[src/rtl/seg7_pkg.sv]
// Shared 7-segment definitions: active-low patterns ([6]=a .. [0]=g),
// receiver FSM states and the per-digit capture classes.
package seg7_pkg;

  typedef logic [6:0] seg7_t;

  localparam seg7_t SEG_0     = 7'b0000001;
  localparam seg7_t SEG_1     = 7'b1001111;
  localparam seg7_t SEG_2     = 7'b0010010;
  localparam seg7_t SEG_3     = 7'b0000110;
  localparam seg7_t SEG_4     = 7'b1001100;
  localparam seg7_t SEG_5     = 7'b0100100;
  localparam seg7_t SEG_6     = 7'b0100000;
  localparam seg7_t SEG_7     = 7'b0001111;
  localparam seg7_t SEG_8     = 7'b0000000;
  localparam seg7_t SEG_9     = 7'b0000100;
  localparam seg7_t SEG_BLANK = 7'b1111111;

  typedef enum logic [1:0] {
    IDLE     = 2'd0,
    SETTLE   = 2'd1,
    CAPTURED = 2'd2
  } state_e;

  // CLS_NONE marks a digit that has not been captured since reset.
  typedef enum logic [1:0] {
    CLS_NONE  = 2'd0,
    CLS_DEC   = 2'd1,
    CLS_BLANK = 2'd2,
    CLS_ERR   = 2'd3
  } digcls_e;

endpackage

[src/rtl/seg7_decode.sv]
// Combinational inverse of the digit-to-segment encoder table.
module seg7_decode
  import seg7_pkg::*;
(
  input  seg7_t      seg_i,
  output logic [3:0] val_o,
  output logic       blank_o,
  output logic       err_o
);

  always_comb begin
    val_o   = 4'd0;
    blank_o = 1'b0;
    err_o   = 1'b0;
    unique case (seg_i)
      SEG_0:     val_o   = 4'd0;
      SEG_1:     val_o   = 4'd1;
      SEG_2:     val_o   = 4'd2;
      SEG_3:     val_o   = 4'd3;
      SEG_4:     val_o   = 4'd4;
      SEG_5:     val_o   = 4'd5;
      SEG_6:     val_o   = 4'd6;
      SEG_7:     val_o   = 4'd7;
      SEG_8:     val_o   = 4'd8;
      SEG_9:     val_o   = 4'd9;
      SEG_BLANK: blank_o = 1'b1;
      default:   err_o   = 1'b1;
    endcase
  end

endmodule

[src/rtl/seg7_scan_rx.sv]
// Receive end of a multiplexed 7-segment scan bus: qualifies stable
// (digit, pattern) pairs, keeps a shadow of every digit and reports changes.
module seg7_scan_rx
  import seg7_pkg::*;
#(
  parameter  int NDIG       = 8,
  parameter  int STABLE_CYC = 4,
  localparam int DIGW       = $clog2(NDIG)
) (
  input  logic              clk,
  input  logic              rst,
  input  seg7_t             seg_i,
  input  logic [NDIG-1:0]   dig_sel_i,
  output logic              out_valid,
  input  logic              out_ready,
  output logic [DIGW-1:0]   out_idx,
  output logic [3:0]        out_val,
  output logic              out_blank,
  output logic              out_err,
  output logic [4*NDIG-1:0] digits_o,
  output logic [NDIG-1:0]   digits_vld_o,
  output logic              ovf_o
);

  localparam logic [7:0] STABLE_N = 8'(STABLE_CYC);

  seg7_t           segIn_q;
  logic [NDIG-1:0] selIn_q;

  state_e          state_q, state_d;
  logic [7:0]      cnt_q, cnt_d;
  logic [NDIG-1:0] latSel_q, latSel_d;
  seg7_t           latSeg_q, latSeg_d;

  logic            oneHot;
  logic            samePair;
  logic            restart;
  logic            capture;
  logic [DIGW-1:0] capIdx;
  logic [3:0]      decVal;
  logic            decBlank;
  logic            decErr;
  digcls_e         capCls;
  logic            newEvent;

  logic [NDIG-1:0][3:0] shVal_q;
  logic [NDIG-1:0]      shVld_q;
  digcls_e              shCls_q [NDIG];

  logic            outValid_q;
  logic [DIGW-1:0] outIdx_q;
  logic [3:0]      outVal_q;
  logic            outBlank_q;
  logic            outErr_q;
  logic            ovf_q;

  always_ff @(posedge clk or posedge rst) begin
    if (rst) begin
      segIn_q <= '0;
      selIn_q <= '0;
    end else begin
      segIn_q <= seg_i;
      selIn_q <= dig_sel_i;
    end
  end

  assign oneHot   = (selIn_q != '0) && ((selIn_q & (selIn_q - NDIG'(1))) == '0);
  assign samePair = (selIn_q == latSel_q) && (segIn_q == latSeg_q);

  always_ff @(posedge clk or posedge rst) begin
    if (rst) begin
      state_q  <= IDLE;
      cnt_q    <= '0;
      latSel_q <= '0;
      latSeg_q <= '0;
    end else begin
      state_q  <= state_d;
      cnt_q    <= cnt_d;
      latSel_q <= latSel_d;
      latSeg_q <= latSeg_d;
    end
  end

  // Any new one-hot pair restarts qualification at a count of one; with a
  // single-cycle stability requirement that first sample already captures.
  always_comb begin
    state_d  = state_q;
    cnt_d    = cnt_q;
    latSel_d = latSel_q;
    latSeg_d = latSeg_q;
    restart  = 1'b0;
    capture  = 1'b0;
    unique case (state_q)
      IDLE: restart = oneHot;
      SETTLE: begin
        if (!oneHot) begin
          state_d = IDLE;
          cnt_d   = '0;
        end else if (samePair) begin
          cnt_d = cnt_q + 8'd1;
          if ((cnt_q + 8'd1) == STABLE_N) begin
            capture = 1'b1;
            state_d = CAPTURED;
          end
        end else begin
          restart = 1'b1;
        end
      end
      CAPTURED: begin
        if (!oneHot) begin
          state_d = IDLE;
          cnt_d   = '0;
        end else if (!samePair) begin
          restart = 1'b1;
        end
      end
      default: begin
        state_d = IDLE;
        cnt_d   = '0;
      end
    endcase
    if (restart) begin
      latSel_d = selIn_q;
      latSeg_d = segIn_q;
      cnt_d    = 8'd1;
      if (STABLE_N == 8'd1) begin
        capture = 1'b1;
        state_d = CAPTURED;
      end else begin
        state_d = SETTLE;
      end
    end
  end

  seg7_decode u_decode (
    .seg_i   (segIn_q),
    .val_o   (decVal),
    .blank_o (decBlank),
    .err_o   (decErr)
  );

  always_comb begin
    capIdx = '0;
    for (int i = 0; i < NDIG; i++) begin
      if (selIn_q[i]) capIdx = DIGW'(i);
    end
  end

  // A blank only reports when the digit last held something else; an error
  // pattern reports on every capture so persistent faults stay visible.
  always_comb begin
    capCls   = CLS_DEC;
    newEvent = 1'b0;
    if (decErr) capCls = CLS_ERR;
    else if (decBlank) capCls = CLS_BLANK;
    if (capture) begin
      unique case (capCls)
        CLS_DEC:   newEvent = !shVld_q[capIdx] || (shVal_q[capIdx] != decVal);
        CLS_BLANK: newEvent = (shCls_q[capIdx] != CLS_BLANK);
        default:   newEvent = 1'b1;
      endcase
    end
  end

  always_ff @(posedge clk or posedge rst) begin
    if (rst) begin
      shVal_q <= '0;
      shVld_q <= '0;
      for (int i = 0; i < NDIG; i++) shCls_q[i] <= CLS_NONE;
    end else if (capture) begin
      shCls_q[capIdx] <= capCls;
      shVal_q[capIdx] <= (capCls == CLS_DEC) ? decVal : 4'd0;
      shVld_q[capIdx] <= (capCls == CLS_DEC);
    end
  end

  // Single-entry slot: a pending event is never overwritten, so a new one
  // arriving while it waits is lost and flagged.
  always_ff @(posedge clk or posedge rst) begin
    if (rst) begin
      outValid_q <= 1'b0;
      outIdx_q   <= '0;
      outVal_q   <= '0;
      outBlank_q <= 1'b0;
      outErr_q   <= 1'b0;
      ovf_q      <= 1'b0;
    end else if (newEvent) begin
      if (!outValid_q || out_ready) begin
        outValid_q <= 1'b1;
        outIdx_q   <= capIdx;
        outVal_q   <= decVal;
        outBlank_q <= decBlank;
        outErr_q   <= decErr;
      end else begin
        ovf_q <= 1'b1;
      end
    end else if (out_ready) begin
      outValid_q <= 1'b0;
    end
  end

  assign out_valid    = outValid_q;
  assign out_idx      = outIdx_q;
  assign out_val      = outVal_q;
  assign out_blank    = outBlank_q;
  assign out_err      = outErr_q;
  assign digits_o     = shVal_q;
  assign digits_vld_o = shVld_q;
  assign ovf_o        = ovf_q;

endmodule

[config.mk]
export PLATFORM = sky130hd
export DESIGN_NAME = seg7_scan_rx
export DESIGN_NICKNAME = d
export VERILOG_FILES = /design/src/rtl/seg7_pkg.sv /design/src/rtl/seg7_decode.sv /design/src/rtl/seg7_scan_rx.sv
export SDC_FILE = /design/constraint.sdc
export NUM_CORES = 1
export LEC_CHECK = 0
export CORE_UTILIZATION = 52
export CTS_CLUSTER_DIAMETER = 200
export CTS_CLUSTER_SIZE = 30
export DETAILED_ROUTE_END_ITERATION = 12
export PLACE_DENSITY = 0.76
export SLEW_MARGIN = 40
export SYNTH_ARGS = -nofsm -noshare
export SYNTH_HDL_FRONTEND = slang
export SYNTH_SLANG_ARGS = --single-unit
[constraint.sdc]
create_clock -name clk -period 4.5 [get_ports clk]
set_input_delay 0.9 -clock clk [delete_from_list [all_inputs] [get_ports clk]]
set_output_delay 0.9 -clock clk [all_outputs]
set_load 0.01 [all_outputs]
# Word-level counts from Yosys, hierarchy flattened

Cells that the tools add are included.

Output and inout port bits: 51
Memories: 0
RAM bits: 0
Latch bits: 0
ROM bits: 0
Word-level logic and storage cells: 134
Flip-flop bits (word level): 107

Mux-type cells: 52
Reduce and logical (&&, ||, !) cells: 20
Magnitude comparators: 4
Eq/ne operators: 24
Shift-type cells: 0
Bitwise operators: 3
Div/mod/pow operators: 0
Add/sub/neg operators: 2
Multiply operators: 0

Operators with widths:

| cell                                                | number |
|---|---|
| case mux 4 bit (9 select lines)                     | 1 |
| bitwise mux 32 bit                                  | 1 |
| two-way mux 8 bit                                   | 4 |
| case mux 8 bit (3 select lines)                     | 1 |
| equality test 7 bit, second input constant          | 3 |
| two-way mux 2 bit                                   | 10 |
| two-way mux 3 bit                                   | 6 |
| bitwise mux 16 bit                                  | 1 |
| two-way mux 1 bit                                   | 15 |
| equality test 7 x 3 -> 1 bit, second input constant | 2 |
| equality test 7 x 6 -> 1 bit, second input constant | 2 |
| binary-select mux 4 bit (select 3 bit)              | 1 |
| demux 4 bit (select 3 bit)                          | 1 |
| two-way mux 4 bit                                   | 3 |
| OR reduction 11 bit                                 | 1 |
| adder 8 x 1 -> 8 bit, second input constant         | 1 |
| AND 8 bit                                           | 1 |
| bitwise mux 8 bit                                   | 1 |
| equality test 8 x 3 -> 1 bit, second input constant | 1 |
| equality test 8 bit                                 | 1 |
| logical NOT 8 bit                                   | 1 |
| inequality test 4 bit, second input constant        | 2 |
| nonzero test 8 bit                                  | 1 |
| subtractor 8 x 1 -> 8 bit, second input constant    | 1 |
| 32 further kinds                                    | 43 |

# Depth between registers and ports, before layout

Depth in word-level cells: 16
Gate-level depth with buffers: 11
Gate-level depth less buffers: 8

# Cells and area by module

From an unflattened synthesis, not the netlist that was laid out.

Cell total of the unflattened synthesis: 486
Area total of the unflattened synthesis: 5146.2 µm²

By module, submodules not included:

| module       | seq. area each (µm²) | instances | cells each | area each (µm²) |
|---|---|---|---|---|
| seg7_scan_rx | 2677.6               | 1         | 459        | 4971.0 |
| seg7_decode  | 0.0                  | 1         | 27         | 175.2 |

# Least setup slack after synthesis

OpenSTA, ideal clock, no wires.

Path kind: register to register
Start: reg selIn_q[1]
End: reg outBlank_q (netlist: out_blank)
Clock period less this slack: 2762 ps
Setup slack: 1738 ps
Cell stages (with the launch flop): 9
Arrival: 2637 ps
Setup time: 125 ps
Buffers on the path: 0
Cells stage by stage: dfrtp_1 -> nor2b_2 -> o21a_2 -> nor2_4 -> mux2_4 -> o311ai_2 -> nor4bb_2 -> a311oi_4 -> mux2_2

Cells in the longest elaborated chain, start to end: 15
Elaborated cells on any way between the ends: 32

Ends and longest elaborated chain:

| item                                                  | RTL line            | RTL |
|---|---|---|
| start, declared                                       | seg7_scan_rx.sv:28  | `logic [NDIG-1:0] selIn_q;` |
| start signal, assigned                                | seg7_scan_rx.sv:63  | `selIn_q <= dig_sel_i;` |
| two-way mux 1 bit                                     | seg7_scan_rx.sv:145 | `if (selIn_q[i]) capIdx = DIGW'(i);` |
| two-way mux 3 bit (6 in series)                       | seg7_scan_rx.sv:145 |  |
| NOT 3 -> 4 bit (not written as such)                  | seg7_scan_rx.sv:159 | `CLS_BLANK: newEvent = (shCls_q[capIdx] != CLS_BLANK);` |
| binary-select mux 2 bit (select 3 bit)                | seg7_scan_rx.sv:159 |  |
| two-way mux 2 bit (not written as such) (2 in series) | seg7_scan_rx.sv:159 |  |
| inequality test 2 bit                                 | seg7_scan_rx.sv:159 |  |
| case mux 1 bit (2 select lines)                       | seg7_scan_rx.sv:157 | `unique case (capCls)` |
| two-way mux 1 bit (*)                                 | seg7_scan_rx.sv:156 | `if (capture) begin` |
| AND reduction 2 bit (no source line) (*)              | -                   |  |
| end signal, assigned                                  | seg7_scan_rx.sv:192 | `outBlank_q <= decBlank;` |
| end, declared                                         | seg7_scan_rx.sv:53  | `logic outBlank_q;` |

Every way passes the cells marked *; elsewhere a longest branch is shown, timed or not. The select of a mux whose other input is x is not followed.
A chain may end at the register's enable or synchronous reset.

# Final worst setup path

Start: reg selIn_q[6]
End: reg shVld_q[5] (netlist: digits_vld_o[5])

Cells in the longest elaborated chain, start to end: 7
Elaborated cells on any way between the ends: 18

Ends and longest elaborated chain:

| item                                                                              | RTL line            | RTL |
|---|---|---|
| parallel branches: the longest is 7 deep, another holds subtractor 8 x 1 -> 8 bit | -                   |  |
| end signal, assigned by index                                                     | seg7_scan_rx.sv:173 | `shVld_q[capIdx] <= (capCls == CLS_DEC);` |
| end, declared                                                                     | seg7_scan_rx.sv:47  | `logic [NDIG-1:0] shVld_q;` |

Parallel ways; which one is timed is not known.

==> metrics.yaml <==
drt_iter0_markers: 171
io_pins: 69
fin_hold_ws_ns: 0.491
gp_congestion: 0.888
power.total_mw: 1.91
setup_viol: 0
netlist_top_cells_count: "107 x dfrtp_1, 69 x o21ai_0, 67 x nand2_1, 28 x mux2_2, 23 x nor2_1"
path_class: "flop to flop"
grt_overflow: 0
die_w_um: 103
synth_ff_type: "dfrtp_1"
hpwl_um: 9140
syn_nets: 534
worst_ir_drop_vdd_uv: 214
nFillCells: 826
post_cts_buffers: 0
hold_viol_final: 0
post_drt_via_cell_ratio: 5.83
ys_seq_area_share_pct: 50.6
syn_avg_cell_area_sq_um: 10.4
power.share.sequential_pct: 57.5
clkLatencyLatePin_ns: 0.39
power_density_nw_per_um2: 306
maxCapViolations: 0
yosysTopAreaCell: "dfrtp_1"
grtUsageTotal_pct: 26.2
cts_buffer_depth: 2
critical_path.startpoint_type: "flop"
multi_input_comb_area_sq_um: 2410
required_ns: 4.77
switching_power_mw: 0.542
pwr-share-clk_pct: 29.6
routed_wl_um: 12800
grt_max_degree: 108
fmax_mhz: 298
synthToLayoutAreaGrowth_pct: 17.9
utilization_pct: 63.6
min_path_type: "flop to flop"
crit_path_end_kind: "flop"
ys_seq_elements: 107
drt-pass1-iter-count: 4
cellInternalPower_mw: 1.37
dieHeight_um: 103
drt-met1-wl_um: 5610
status: "complete, no violations"
synthesis.area_sq_um: 5300
antenna_found_initial: 0
crit_arrival_ns: 3.63
nNetsFinal: 587
slew_viol_final: 0
wl_met3_um: 610
antenna_cells: 0
fin_crit_sh_pct: 74.6
cts.clk_slew.worst_paths_ns: 0.11
core_area_sq_um: 9820
vias: 4096
highest_layer: "met4"
cts_resized: 0
die-area_sq_um: 10600
regArea_sq_um: 2680
ys_top_cells_by_area: "dfrtp_1 51%, o21ai_0 6.5%, mux2_2 6.0%, nand2_1 4.7%, xnor2_1 2.5%"
slew_headroom_pct: 57.3
netlist_instances: 511
grt_pass1_wl_um: 20400
fin_tns_setup_ns: 0
wl_per_cell_um: 18.2
h-tree-depth: 3
yosysMostFrequentCell: "dfrtp_1"
grt_pass1_vias: 3918
holdBufCountCts: 0
synth_top_area_share_pct: 50.6
finalCriticalPeriod_ns: 3.36
rsz0062_at_grt: "no"
power.leakage_nw: 2.61
row_count: 36
postRouteAntennaNets: 0
ys_async_sr_fraction_pct: 100
dr_wl_met2_um: 6270
ys.warnings.count: 0
drive_gt1_share_pct: 15.1
ys_types: 76
portBuffers: 68
numCtsBuffers: 9
cts_sinks: 107
worst-path-max-fanout: 18
initial_core_util_pct: 53.9
finClkSkew_ns: 0.0193
drc: 0
cts_root_buf: "clkbuf_8"
swShare_pct: 28.4
power_frac_comb_pct: 12.9
cts_tree: "yes"
synth_edf_count: 0
tightest_slew_ns: 0.640
[power groups by stage]
stage          Combinational, mW  Clock, mW  Sequential [mW]
6_report                   0.247      0.565             1.10
5_1_grt                    0.274      0.617             1.11
4_1_cts                    0.250      0.581             1.10
3_5_place_dp               0.249          0             1.11
3_3_place_gp               0.237          0             1.11
2_1_floorplan              0.205          0             1.09
[stage by stage]
step	cells	setup WS, ns	instance area [sq um]
after floorplan	511	0.783	5300
after global placement	686	1.31	6040
after detailed placement	686	1.21	6050
after CTS	702	1.19	6240
after global routing	702	0.927	6240
final	702	1.14	6240
[metal layers]
| layer | GRT usage, % | up-vias |
|---|---|---|
| met5 | 0 | - |
| met4 | 9.53 | 0 |
| met3 | 4.88 | 22 |
| met2 | 43.3 | 102 |
| met1 | 34.5 | 2053 |
| li1 | - | 1919 |
[area by class of cell]
cell class              count  share of cell area [%]
clock inverters             6                   0.902
multi-input cells         353                    38.6
repair buffers             72                    11.6
inverters                  21                    1.30
flip-flops and latches    107                    42.9
clock buffers              10                    2.04
well taps                 133                    2.67
[kinds of logic after synthesis]
group / share of synthesized area, %
buffers and inverters: 4.44
XOR/XNOR: 3.31
flip-flops: 50.6
AND/OR/NAND/NOR: 15.5
multiplexers: 8.70
adder cells (fa/ha/maj): 1.18
AO/OA/AOI/OAI: 16.3
[cells in the final DEF (no fill, tap or decap), drive strengths merged, types with 3 or more instances in the layout]
master	n
nor2b	4
mux2i	13
ha	5
o211ai	3
clkbuf	10
xor2	5
xnor2	15
nand2	68
nand3	16
mux2	29
nor4	6
nor2	24
nand4	7
o21ai	73
o221a	3
inv	25
o21a	3
clkdlybuf4s50	68
o31ai	4
a21oi	14
buf	4
a31oi	5
o22ai	5
or3	5
dfrtp	107
[state kept, by name (all words and copies together), names as in the netlist, 2 cells and up]
register	cells
shCls_q	16
segIn_q	7
digits_o	32
cnt_q	8
latSeg_q	7
latSel_q	8
digits_vld_o	8
out_idx	3
out_val	4
selIn_q	8
state_q	2
[worst paths after layout]
path	start	to	slack [ns]	cells after the start
max reg2reg	selIn_q[6]	digits_vld_o[5]	1.14	7
min	shCls_q[9]	shCls_q[9]	0.49	2
max in group asynchronous	rst	latSeg_q[3]	3.05	3
min reg2reg	shCls_q[9]	shCls_q[9]	0.49	2
max	selIn_q[6]	digits_vld_o[5]	1.14	7
min in group asynchronous	rst	selIn_q[5]	0.96	3
[critical path, cell delays in order (launching register included)]
cell and delay (ns):
dfrtp_1 0.77, inv_2 0.24, xnor2_1 0.20, o211ai_2 0.19
and3_1 0.37, nand3_1 0.40, or4_1 0.73, mux2_2 0.34
Note: power is estimated with default switching activity, not from simulation.
